File: src/rtl/uart_rx_word_assembler_pkg.sv
// Shared definitions for the UART receive word assembler: FSM state encoding and
// UART framing constants.
`timescale 1ns/1ps
package uart_rx_word_assembler_pkg;

  typedef enum logic [1:0] {
    ST_IDLE    = 2'd0,
    ST_COLLECT = 2'd1,
    ST_PEND    = 2'd2
  } asm_state_e;

  localparam logic [7:0] EOT_CHAR   = 8'h04;
  localparam int         OVERSAMPLE = 16;

endpackage

File: src/rtl/uart_rx_word_assembler_idle_timer.sv
// Idle tick counter that closes a partial word after TICKS baud ticks without a new bit.
// Built only when RX_TIMEOUT_EN is defined.
`timescale 1ns/1ps
`ifdef RX_TIMEOUT_EN
module uart_rx_idle_timer #(
  parameter int TICKS = 192
) (
  input  logic clk,
  input  logic rst,
  input  logic tick_i,
  input  logic clear_i,
  input  logic enable_i,
  output logic expire_o
);

  localparam int TW = $clog2(TICKS + 1);

  logic [TW-1:0] cnt_q, cnt_d;

  always_comb begin
    cnt_d    = cnt_q;
    expire_o = 1'b0;
    if (!enable_i || clear_i) begin
      cnt_d = '0;
    end else if (tick_i) begin
      if (cnt_q == TW'(TICKS - 1)) begin
        expire_o = 1'b1;
        cnt_d    = '0;
      end else begin
        cnt_d = cnt_q + 1'b1;
      end
    end
  end

  always_ff @(posedge clk or posedge rst) begin
    if (rst) cnt_q <= '0;
    else     cnt_q <= cnt_d;
  end

endmodule
`endif

File: src/rtl/uart_rx_word_assembler.sv
// Packs the UART bit receiver stream into WIDTH-bit words with a double-buffered
// valid/ready output. Optional idle-timeout flush is enabled by RX_TIMEOUT_EN.
`timescale 1ns/1ps
module uart_rx_word_assembler
  import uart_rx_word_assembler_pkg::*;
#(
  parameter int WIDTH         = 16,
  parameter int TIMEOUT_TICKS = 192
) (
  input  logic                       clk,
  input  logic                       rst,
  input  logic                       baud_tick,
  input  logic                       bit_ready,
  input  logic                       bit_in,
  input  logic                       eot_in,
  output logic [WIDTH-1:0]           word_data,
  output logic [$clog2(WIDTH+1)-1:0] word_bits,
  output logic                       word_last,
  output logic                       word_valid,
  input  logic                       word_ready,
  output logic                       busy,
  output logic                       overrun,
  output logic                       timeout
);

  localparam int CW = $clog2(WIDTH + 1);

  // Handshake: a word transfers when word_valid & word_ready at posedge clk; while
  // word_valid=1 and word_ready=0 every word_* field is held unchanged.

  asm_state_e     state_q, state_d;
  logic [WIDTH-1:0] asm_q, asm_d;
  logic [CW-1:0]  cnt_q, cnt_d;
  logic           pend_last_q, pend_last_d;
  logic           pend_to_q, pend_to_d;
  logic           pend_eot_q, pend_eot_d;
  logic [WIDTH-1:0] out_data_q, out_data_d;
  logic [CW-1:0]  out_bits_q, out_bits_d;
  logic           out_last_q, out_last_d;
  logic           out_to_q, out_to_d;
  logic           out_valid_q, out_valid_d;
  logic           overrun_q, overrun_d;
  logic           accept;
  logic           timer_expire;

`ifdef RX_TIMEOUT_EN
  uart_rx_idle_timer #(
    .TICKS (TIMEOUT_TICKS)
  ) u_idle_timer (
    .clk      (clk),
    .rst      (rst),
    .tick_i   (baud_tick),
    .clear_i  (bit_ready),
    .enable_i (state_q == ST_COLLECT),
    .expire_o (timer_expire)
  );
`else
  logic unused_cfg;
  assign unused_cfg   = baud_tick ^ (TIMEOUT_TICKS > 0);
  assign timer_expire = 1'b0;
`endif

  assign accept = out_valid_q & word_ready;

  always_comb begin
    state_d     = state_q;
    asm_d       = asm_q;
    cnt_d       = cnt_q;
    pend_last_d = pend_last_q;
    pend_to_d   = pend_to_q;
    pend_eot_d  = pend_eot_q;
    out_data_d  = out_data_q;
    out_bits_d  = out_bits_q;
    out_last_d  = out_last_q;
    out_to_d    = out_to_q;
    out_valid_d = out_valid_q;
    overrun_d   = overrun_q;

    if (accept) begin
      out_valid_d = 1'b0;
      if (out_last_q) overrun_d = 1'b0;
    end

    unique case (state_q)
      ST_IDLE, ST_COLLECT: begin
        if (bit_ready) begin
          for (int i = 0; i < WIDTH; i++) begin
            if (cnt_q == CW'(i)) asm_d[i] = bit_in;
          end
          cnt_d = cnt_q + 1'b1;
          if ((cnt_q == CW'(WIDTH - 1)) || eot_in) begin
            state_d     = ST_PEND;
            pend_last_d = eot_in;
            pend_to_d   = 1'b0;
          end else begin
            state_d = ST_COLLECT;
          end
        end else if (eot_in) begin
          state_d     = ST_PEND;
          pend_last_d = 1'b1;
          pend_to_d   = 1'b0;
        end else if (timer_expire) begin
          state_d     = ST_PEND;
          pend_last_d = 1'b1;
          pend_to_d   = 1'b1;
        end
      end

      ST_PEND: begin
        if (bit_ready) overrun_d = 1'b1;
        if (!out_valid_q || accept) begin
          out_data_d  = asm_q;
          out_bits_d  = cnt_q;
          out_last_d  = pend_last_q;
          out_to_d    = pend_to_q;
          out_valid_d = 1'b1;
          asm_d       = '0;
          cnt_d       = '0;
          pend_to_d   = 1'b0;
          // A deferred eot becomes an empty last word right behind this one.
          if (pend_eot_q || eot_in) begin
            state_d     = ST_PEND;
            pend_last_d = 1'b1;
            pend_eot_d  = 1'b0;
            if (pend_eot_q && eot_in) overrun_d = 1'b1;
          end else begin
            state_d     = ST_IDLE;
            pend_last_d = 1'b0;
          end
        end else if (eot_in) begin
          if (pend_eot_q) overrun_d  = 1'b1;
          else            pend_eot_d = 1'b1;
        end
      end

      default: state_d = ST_IDLE;
    endcase
  end

  always_ff @(posedge clk or posedge rst) begin
    if (rst) begin
      state_q     <= ST_IDLE;
      asm_q       <= '0;
      cnt_q       <= '0;
      pend_last_q <= 1'b0;
      pend_to_q   <= 1'b0;
      pend_eot_q  <= 1'b0;
      out_data_q  <= '0;
      out_bits_q  <= '0;
      out_last_q  <= 1'b0;
      out_to_q    <= 1'b0;
      out_valid_q <= 1'b0;
      overrun_q   <= 1'b0;
    end else begin
      state_q     <= state_d;
      asm_q       <= asm_d;
      cnt_q       <= cnt_d;
      pend_last_q <= pend_last_d;
      pend_to_q   <= pend_to_d;
      pend_eot_q  <= pend_eot_d;
      out_data_q  <= out_data_d;
      out_bits_q  <= out_bits_d;
      out_last_q  <= out_last_d;
      out_to_q    <= out_to_d;
      out_valid_q <= out_valid_d;
      overrun_q   <= overrun_d;
    end
  end

  assign word_data  = out_data_q;
  assign word_bits  = out_bits_q;
  assign word_last  = out_last_q;
  assign word_valid = out_valid_q;
  assign busy       = (state_q != ST_IDLE) | out_valid_q;
  assign overrun    = overrun_q;
  assign timeout    = out_to_q;

endmodule

File: config.mk
export PLATFORM = sky130hd
export DESIGN_NAME = uart_rx_word_assembler
export DESIGN_NICKNAME = d
export VERILOG_FILES = /design/src/rtl/uart_rx_word_assembler_pkg.sv /design/src/rtl/uart_rx_word_assembler_idle_timer.sv /design/src/rtl/uart_rx_word_assembler.sv
export SDC_FILE = /design/constraint.sdc
export NUM_CORES = 1
export LEC_CHECK = 0
export BUFFER_PORTS_ARGS = -buffer_cell sky130_fd_sc_hd__buf_2
export CAP_MARGIN = 10
export CORE_ASPECT_RATIO = 0.8
export CORE_UTILIZATION = 42
export DETAILED_ROUTE_END_ITERATION = 6
export SYNTH_ARGS = -nofsm -noshare
export SYNTH_HDL_FRONTEND = slang
export SYNTH_SLANG_ARGS = --single-unit
File: constraint.sdc
create_clock -name clk -period 1.6 [get_ports clk]
set_input_delay 0.4 -clock clk [delete_from_list [all_inputs] [get_ports clk]]
set_output_delay 0.4 -clock clk [all_outputs]
set_load 0.1 [all_outputs]
Yosys cells after proc, flatten, opt, wreduce, memory -nomap -nowiden
Index checks and enable logic that the tools add are counted.
Storage, ports and cells
  output and inout bits: 26
  bits in writable memories: 0
  memories: 0
  flip-flop bits (word level): 51
  input port bits: 7
  word-level logic and storage cells: 153
  latch bits: 0
  bits in read-only memories: 0
Operators by class
  reductions and logical operators: 32
  muxes and demuxes: 53
  $mul: 0
  magnitude comparators: 0
  bitwise operators: 2
  divide/modulo/power cells: 0
  equality and inequality tests: 38
  shifts and indexed selects: 0
  add/sub/neg operators: 1
Operators by type and width (count)
  $reduce_and 4->1: 17
  $eq 5x4->1 const B: 8
  $mux 1: 39
  $ne 2x2->1 const B: 18
  $mux 16: 2
  $pmux 16 s2: 1
  $eq 5x3->1 const B: 4
  $eq 5x2->1 const B: 2
  $mux 2: 5
  $mux 5: 2
  $pmux 5 s2: 1
  $ne 3x3->1 const B: 2
  $reduce_and 3->1: 2
  $reduce_bool 2->1: 3
  $add 5x1->5 const B: 1
  $eq 5x1->1 const B: 1
  $logic_not 5->1: 1
  $pmux 1 s2: 2
  $pmux 2 s2: 1
  $reduce_and 2->1: 2
  $logic_or 1x1->1: 3
  $eq 2x1->1 const B: 1
  $eq 2x2->1 const B: 1
  $logic_not 2->1: 1
  other kinds (6): 6

Depth between registers and ports, before layout
Gate-level depths: netlist of the first run.
  word-level depth: 7
  mapped depth: 7
  depth with buffers taken out: 7

Worst setup path after synthesis of the first run
OpenSTA, ideal clock, no wires.
  kind: reg2out
  start: register out_valid_q (netlist: word_valid)
  end: output port busy
  slack: -544 ps
  required time: 1200 ps
  path buffers: 0
  stages on the path, launching flop included: 2
  arrival time: 1744 ps
  cell sequence: dfrtp_1 > or3_1
Between the ends
  word-level cells in the longest chain between the ends: 1
RTL lines
  from (decl): line uart_rx_word_assembler.sv:41  | logic out_valid_q, out_valid_d;
  from (signal assigned): line uart_rx_word_assembler.sv:165  | out_valid_q <= out_valid_d;
  $or 1x1->1: line uart_rx_word_assembler.sv:174  | assign busy = (state_q != ST_IDLE) | out_valid_q;
  to (decl): line uart_rx_word_assembler.sv:21  | output logic busy,
No other way between the ends.

Worst setup path after layout of the first run
Ends and elaborated chain as after synthesis.

==> results of run 1 <==
timing repair:
action	CTS	global route
pin swaps	7	13
cloned	0	0
gates resized for setup	19	39
endpoints found under the setup margin	10	20
buffers inserted	4	5
logic make-up (layout without fill, tap and decap cells):
kind of cell,after synthesis,in the layout,synth area share
flops,49,49,0.5496
compound gates,30,30,0.07515
fa+ha+maj,5,5,0.02804
buf+inv,17,74,0.03534
other cells,1,1,0.001681
xor+xnor,2,2,0.007853
simple gates,112,112,0.2114
mux,16,16,0.09086
flip-flops by register name (all words and copies together) (netlist names):
signal and flops:
word_valid 1, cnt_q 5, pend_eot_q 1, state_q 2
word_last 1, word_bits 5, asm_q 16, word_data 16
pend_last_q 1, overrun 1
critical path: cells and delay by family (launching register included):
family	cells	cell delay, ns
flops	1	0.49
simple gates	1	0.34
buf+inv	1	0.17
cells in the final DEF (no fill, tap or decap), types with 2 or more instances in the layout:
cell and n:
sky130_fd_sc_hd__nand2_1 69, sky130_fd_sc_hd__dfrtp_1 45, sky130_fd_sc_hd__buf_2 28, sky130_fd_sc_hd__buf_4 26, sky130_fd_sc_hd__nor2_1 12, sky130_fd_sc_hd__nor2_2 10, sky130_fd_sc_hd__mux2_4 9, sky130_fd_sc_hd__a21oi_1 8
sky130_fd_sc_hd__o21ai_0 8, sky130_fd_sc_hd__a21oi_2 7, sky130_fd_sc_hd__mux2_2 7, sky130_fd_sc_hd__clkbuf_8 7, sky130_fd_sc_hd__nor2b_4 4, sky130_fd_sc_hd__buf_12 4, sky130_fd_sc_hd__ha_1 3, sky130_fd_sc_hd__dfrtp_2 3
sky130_fd_sc_hd__buf_6 3, sky130_fd_sc_hd__nand2b_1 2, sky130_fd_sc_hd__nor2b_2 2, sky130_fd_sc_hd__inv_1 2, sky130_fd_sc_hd__a31oi_1 2, sky130_fd_sc_hd__xor2_1 2, sky130_fd_sc_hd__inv_2 2
Yosys cell counts:
library cell and n:
sky130_fd_sc_hd__nand2_1 70, sky130_fd_sc_hd__dfrtp_1 49, sky130_fd_sc_hd__nor2_1 22, sky130_fd_sc_hd__a21oi_1 15, sky130_fd_sc_hd__mux2_2 10, sky130_fd_sc_hd__o21ai_0 9
sky130_fd_sc_hd__clkbuf_1 7, sky130_fd_sc_hd__nor2b_1 7, sky130_fd_sc_hd__mux2_4 6, sky130_fd_sc_hd__ha_1 5, sky130_fd_sc_hd__inv_1 5, sky130_fd_sc_hd__a31oi_1 4
sky130_fd_sc_hd__buf_2 3, sky130_fd_sc_hd__nand2b_1 3, sky130_fd_sc_hd__and2b_1 2, sky130_fd_sc_hd__nor3_1 2, sky130_fd_sc_hd__xor2_1 2, sky130_fd_sc_hd__a21oi_4 1
sky130_fd_sc_hd__and2_2 1, sky130_fd_sc_hd__and3_1 1, sky130_fd_sc_hd__buf_4 1, sky130_fd_sc_hd__buf_6 1, sky130_fd_sc_hd__conb_1 1, sky130_fd_sc_hd__nand3_1 1
sky130_fd_sc_hd__nand4_1 1, sky130_fd_sc_hd__nor3b_1 1, sky130_fd_sc_hd__o22ai_1 1, sky130_fd_sc_hd__or3_1 1
layout make-up:
| class | count | area, µm² |
|---|---|---|
| tap | 62 | 77.57 |
| sequential | 49 | 1234 |
| clock inverter | 1 | 5.005 |
| multi-input combinational | 166 | 1102 |
| timing repair buffer | 61 | 449.2 |
| fill | 444 | 2078 |
| clock buffer | 7 | 96.34 |
| inverter | 5 | 22.52 |
worst paths after layout:
path,depth (start not counted),slack [ns],end,from
worst min-delay path,2,0.06,word_data[9],rst
min in group clk,3,0.40,pend_last_q,eot_in
worst max register to register,6,0,asm_q[15],cnt_q[1]
max in group asynchronous,3,1.11,pend_last_q,rst
worst min register to register,2,0.47,word_data[12],word_data[12]
worst max-delay path,2,-0.09,busy,word_valid
per-layer routing:
layer,vias to the layer above,routed length [µm],GRT usage
met3,2,137,0.03790
met2,22,2233,0.2838
met4,0,14,0.03178
met5,-,0,0
li1,856,-,-
met1,821,2346,0.2449
metrics by stage:
step                setup slack (ns)  setup TNS, ns
floorplan                    -0.1369        -0.4103
global placement            -0.07348        -0.1282
detailed placement          -0.09346        -0.2313
CTS                         -0.09586        -0.1491
global route                 -0.1338        -0.3735
finish                      -0.09220        -0.1212
==> summary.txt, run 1 <==
status: finished, violations left
failing checks: setup timing
hold slack: 0.06095 ns
Post-Route Skew: 0.003657 ns
number of max-cap violations: 0
Detail Route Antenna Nets: 0
final-report setup violation count: 2
fraction of the cycle the final worst path needs: 1.058
initial antenna violation count: 0
layout-stage area growth over the synthesis result: 33.88%
cells after synthesis: 232
syn nets: 244
Detail Placement HPWL: 3.130 mm
cells taking the most area after synthesis: sky130_fd_sc_hd__dfrtp_1 55%, sky130_fd_sc_hd__nand2_1 12%, sky130_fd_sc_hd__mux2_2 5.0%
routed wire length: 4.732 mm
CTS Root Cell: sky130_fd_sc_hd__clkbuf_8
detailed-route vias per instance: 4.846
class of the most critical setup path: flop to output port
critical path data arrival time: 1.29 ns
filler-free cell count of the finished design: 351
count of cell types in the netlist: 28
combined area of all synthesized cells: 2231 µm²
number of global-route vias before repair: 1,628
area share of the leading cell type in the synthesized netlist: 0.5496
CP max FO: 2
sequential element share of the synthesized area: 0.5496
number of primary I/O pins: 33
largest area contributor in the synthesized netlist: sky130_fd_sc_hd__dfrtp_1
post-route DRC violation count: 0
instance area after placement: 2635 µm²
maximum buffer depth of the clock tree: 2
number of buffers inserted by hold repair at cts: 0
kind of start point of the critical path: flop
DRC marker count from the first detailed-route iteration: 53
y dimension of the die: 67.19 µm
vias: 1,701
Worst EP required: 1.20 ns
Cell Chain, Critical Path: or3_4 > buf_12
clock-pin slew reported for the worst setup and hold paths after clock tree synthesis: 0.08 ns
setup repair after global routing missed its margin: true
overall die area: 5609 µm²
gp weighted congestion: 0.8078
pins over their slew limit: 0
first-pass GRT wire length: 7.659 mm
GRT Residual Overflow: 0
worst-case setup margin in the final layout: -0.09220 ns
starting utilization of the core area: 0.4405
Total Nets Final: 300
flip-flop and latch count after synthesis: 49
Num Clock Sinks: 49
number of buffer cells added on primary ports: 30
Achievable Freq: 590.9 MHz
kind of end point of the critical path: output port
synth warn: 0
path category of the worst min-delay check: input pin to async pin
ratio of cells with drive above 1 in the final layout: 0.4429
number of cell rows: 23
mean post-synth cell area: 9.616 µm²
Pre-antenna DRT Iters: 4
Core Box Area: 5065 µm²
horizontal die dimension: 83.49 µm
slowest cell on the critical path: sky130_fd_sc_hd__dfrtp_4
number of endpoints with negative hold slack in the final report: 0
final worst path period need: 1.692 ns
clock tree from TritonCTS: yes
routed wire length per instance: 13.48 µm
total number of H-tree levels: 2
Finished Core Util: 0.5897
area of all placed cells without fillers: 2987 µm²
total global-route track usage: 0.1739
count of antenna diodes in the layout: 0
largest stage delay on the critical path: 0.49 ns
maximum number of pins on one net before global-route repair: 30
Skew-Pair Late Insertion Delay: 0.29 ns
total CTS buffers: 5
instance count after placement with tap cells included: 337
Power of run 1 is left out: the tool's default activity adds up to more than one toggle a clock period on the data nets, which glitch-free logic cannot reach.
==> inputs of run 2 (changes only) <==
--- a/config.mk
+++ b/config.mk
@@ -10,6 +10,7 @@
 export CORE_ASPECT_RATIO = 0.8
 export CORE_UTILIZATION = 42
 export DETAILED_ROUTE_END_ITERATION = 6
+export SKIP_CTS_REPAIR_TIMING = 1
 export SYNTH_ARGS = -nofsm -noshare
 export SYNTH_HDL_FRONTEND = slang
 export SYNTH_SLANG_ARGS = --single-unit
==> run 2 against run 1 <==
  * The run still ends with setup timing left
  * Critical path depth unchanged
  * Worst setup slack lost 0.011 ns
  * First-iteration DRC count rose by 47%
  * Design area grew 0.29%
  * Clock-buffer cell count did not move
  * Fmax decreased by 0.67%
  * Clock skew grew 0.0035 ns
  * Highest routed layer unchanged
==> summary.txt, run 2 (synthesized netlist as in run 1, its figures left out) <==
critical path data arrival time: 1.30 ns
y dimension of the die: 67.19 µm
Critical Path Sink: busy
total global-route track usage: 0.1706
number of buffer cells added on primary ports: 30
total of fill cells in the finished design: 439
status: finished, violations left
number of primary I/O pins: 33
count of antenna diodes in the layout: 0
first-pass GRT wire length: 7.514 mm
DRC marker count from the first detailed-route iteration: 78
Worst EP required: 1.20 ns
M1 WL: 2.360 mm
starting utilization of the core area: 0.4405
GRT Residual Overflow: 0
maximum buffer depth of the clock tree: 2
total number of H-tree levels: 2
kind of start point of the critical path: flop
worst-case setup margin in the final layout: -0.1036 ns
launching instance or port of the critical path: word_valid
layout-stage area growth over the synthesis result: 34.27%
gp weighted congestion: 0.8078
maximum number of pins on one net before global-route repair: 30
Post-Route Skew: 0.007195 ns
detailed-route vias per instance: 4.945
met3 WL: 143 µm
Skew-Pair Late Insertion Delay: 0.29 ns
commonest cells after routing, fill and taps aside: 70 x sky130_fd_sc_hd__nand2_1, 47 x sky130_fd_sc_hd__dfrtp_1, 28 x sky130_fd_sc_hd__buf_2
Core Box Area: 5065 µm²
clock-pin slew reported for the worst setup and hold paths after clock tree synthesis: 0.08 ns
total CTS buffers: 5
setup repair after global routing missed its margin: true
sum of met2 wire segment lengths after detailed routing: 2.123 mm
Pre-antenna DRT Iters: 7
path category of the worst min-delay check: input pin to async pin
initial antenna violation count: 0
number of global-route vias before repair: 1,606
pins over their slew limit: 0
number of cell rows: 23
CP max FO: 4
commonest non-fill, non-tap cell in the layout: sky130_fd_sc_hd__nand2_1
area of all placed cells without fillers: 2995 µm²
clock tree from TritonCTS: yes
max layer used: met4
kind of end point of the critical path: output port
failing checks: setup timing
combined flip-flop and latch cell area: 1231 µm²
setup slack, reg-to-reg: -0.09 ns
number of endpoints with negative hold slack in the final report: 0
routed wire length per instance: 13.46 µm
final-report setup violation count: 5
ratio of cells with drive above 1 in the final layout: 0.4452
Num Clock Sinks: 49
CTS Root Cell: sky130_fd_sc_hd__clkbuf_8
r2r worst-path depth: 6
overall die area: 5609 µm²
Reg-to-Reg Start: cnt_q[1]
Total Nets Final: 294
class of the most critical setup path: flop to output port
area of combinational cells with multiple inputs: 1155 µm²
final worst path period need: 1.704 ns
routed wire length: 4.643 mm
number of max-cap violations: 0
post-route DRC violation count: 0
vias: 1,706
fraction of the cycle the final worst path needs: 1.065
Detail Placement HPWL: 3.130 mm
horizontal die dimension: 83.49 µm
Detail Route Antenna Nets: 0
Achievable Freq: 587.0 MHz
reg-to-reg endpoint: asm_q[15]
instance area after placement: 2635 µm²
-- run 2: cell count changes in the layout (fill, tap and decap cells not counted), sizes merged --
| cell | previous run | this run |
|---|---|---|
| buf | 61 | 55 |
-- run 2: worst min-delay path by stage --
stage              from           end  slack, ns  cells past startpoint
6_report            rst  word_data[9]       0.06                      2
5_1_grt             rst     asm_q[10]       0.07                      2
4_1_cts             rst  word_data[9]       0.07                      2
3_5_place_dp        rst  word_data[9]       0.38                      2
3_3_place_gp        rst  word_data[9]       0.38                      2
2_1_floorplan  asm_q[0]  word_data[0]       0.43                      2
-- run 2: stage by stage --
step / hold slack (ns) / util / cells / setup WS (ns) / TNS (ns)
floorplan: 0.4348 / - / 232 / -0.1369 / -0.4103
global placement: 0.3838 / 0.5203 / 337 / -0.07348 / -0.1282
detailed placement: 0.3841 / 0.5203 / 337 / -0.09346 / -0.2313
CTS: 0.06706 / 0.5403 / 345 / -0.2978 / -0.7118
global route: 0.07357 / 0.5914 / 345 / -0.1695 / -0.9914
finish: 0.06310 / 0.5914 / 345 / -0.1036 / -0.1998
-- run 2: final cells by class --
type	instances	share of cell area
Tap cell	62	0.02590
Timing Repair Buffer	55	0.1362
Inverter	5	0.007519
Clock buffer	7	0.03216
Multi-Input combinational cell	166	0.3855
Sequential cell	49	0.4110
Clock inverter	1	0.001671
-- run 2: metal layers --
layer | vias to the layer above | track usage
met5 | - | 0
met4 | 0 | 0.03178
met3 | 2 | 0.03790
met2 | 27 | 0.2787
met1 | 832 | 0.2394
li1 | 845 | -
-- run 2: critical path, cell delays in order (launching register included) --
cell,delay [ns]
sky130_fd_sc_hd__dfrtp_4,0.50
sky130_fd_sc_hd__or3_4,0.35
sky130_fd_sc_hd__buf_12,0.17
Power of run 2 is left out for the same reason.
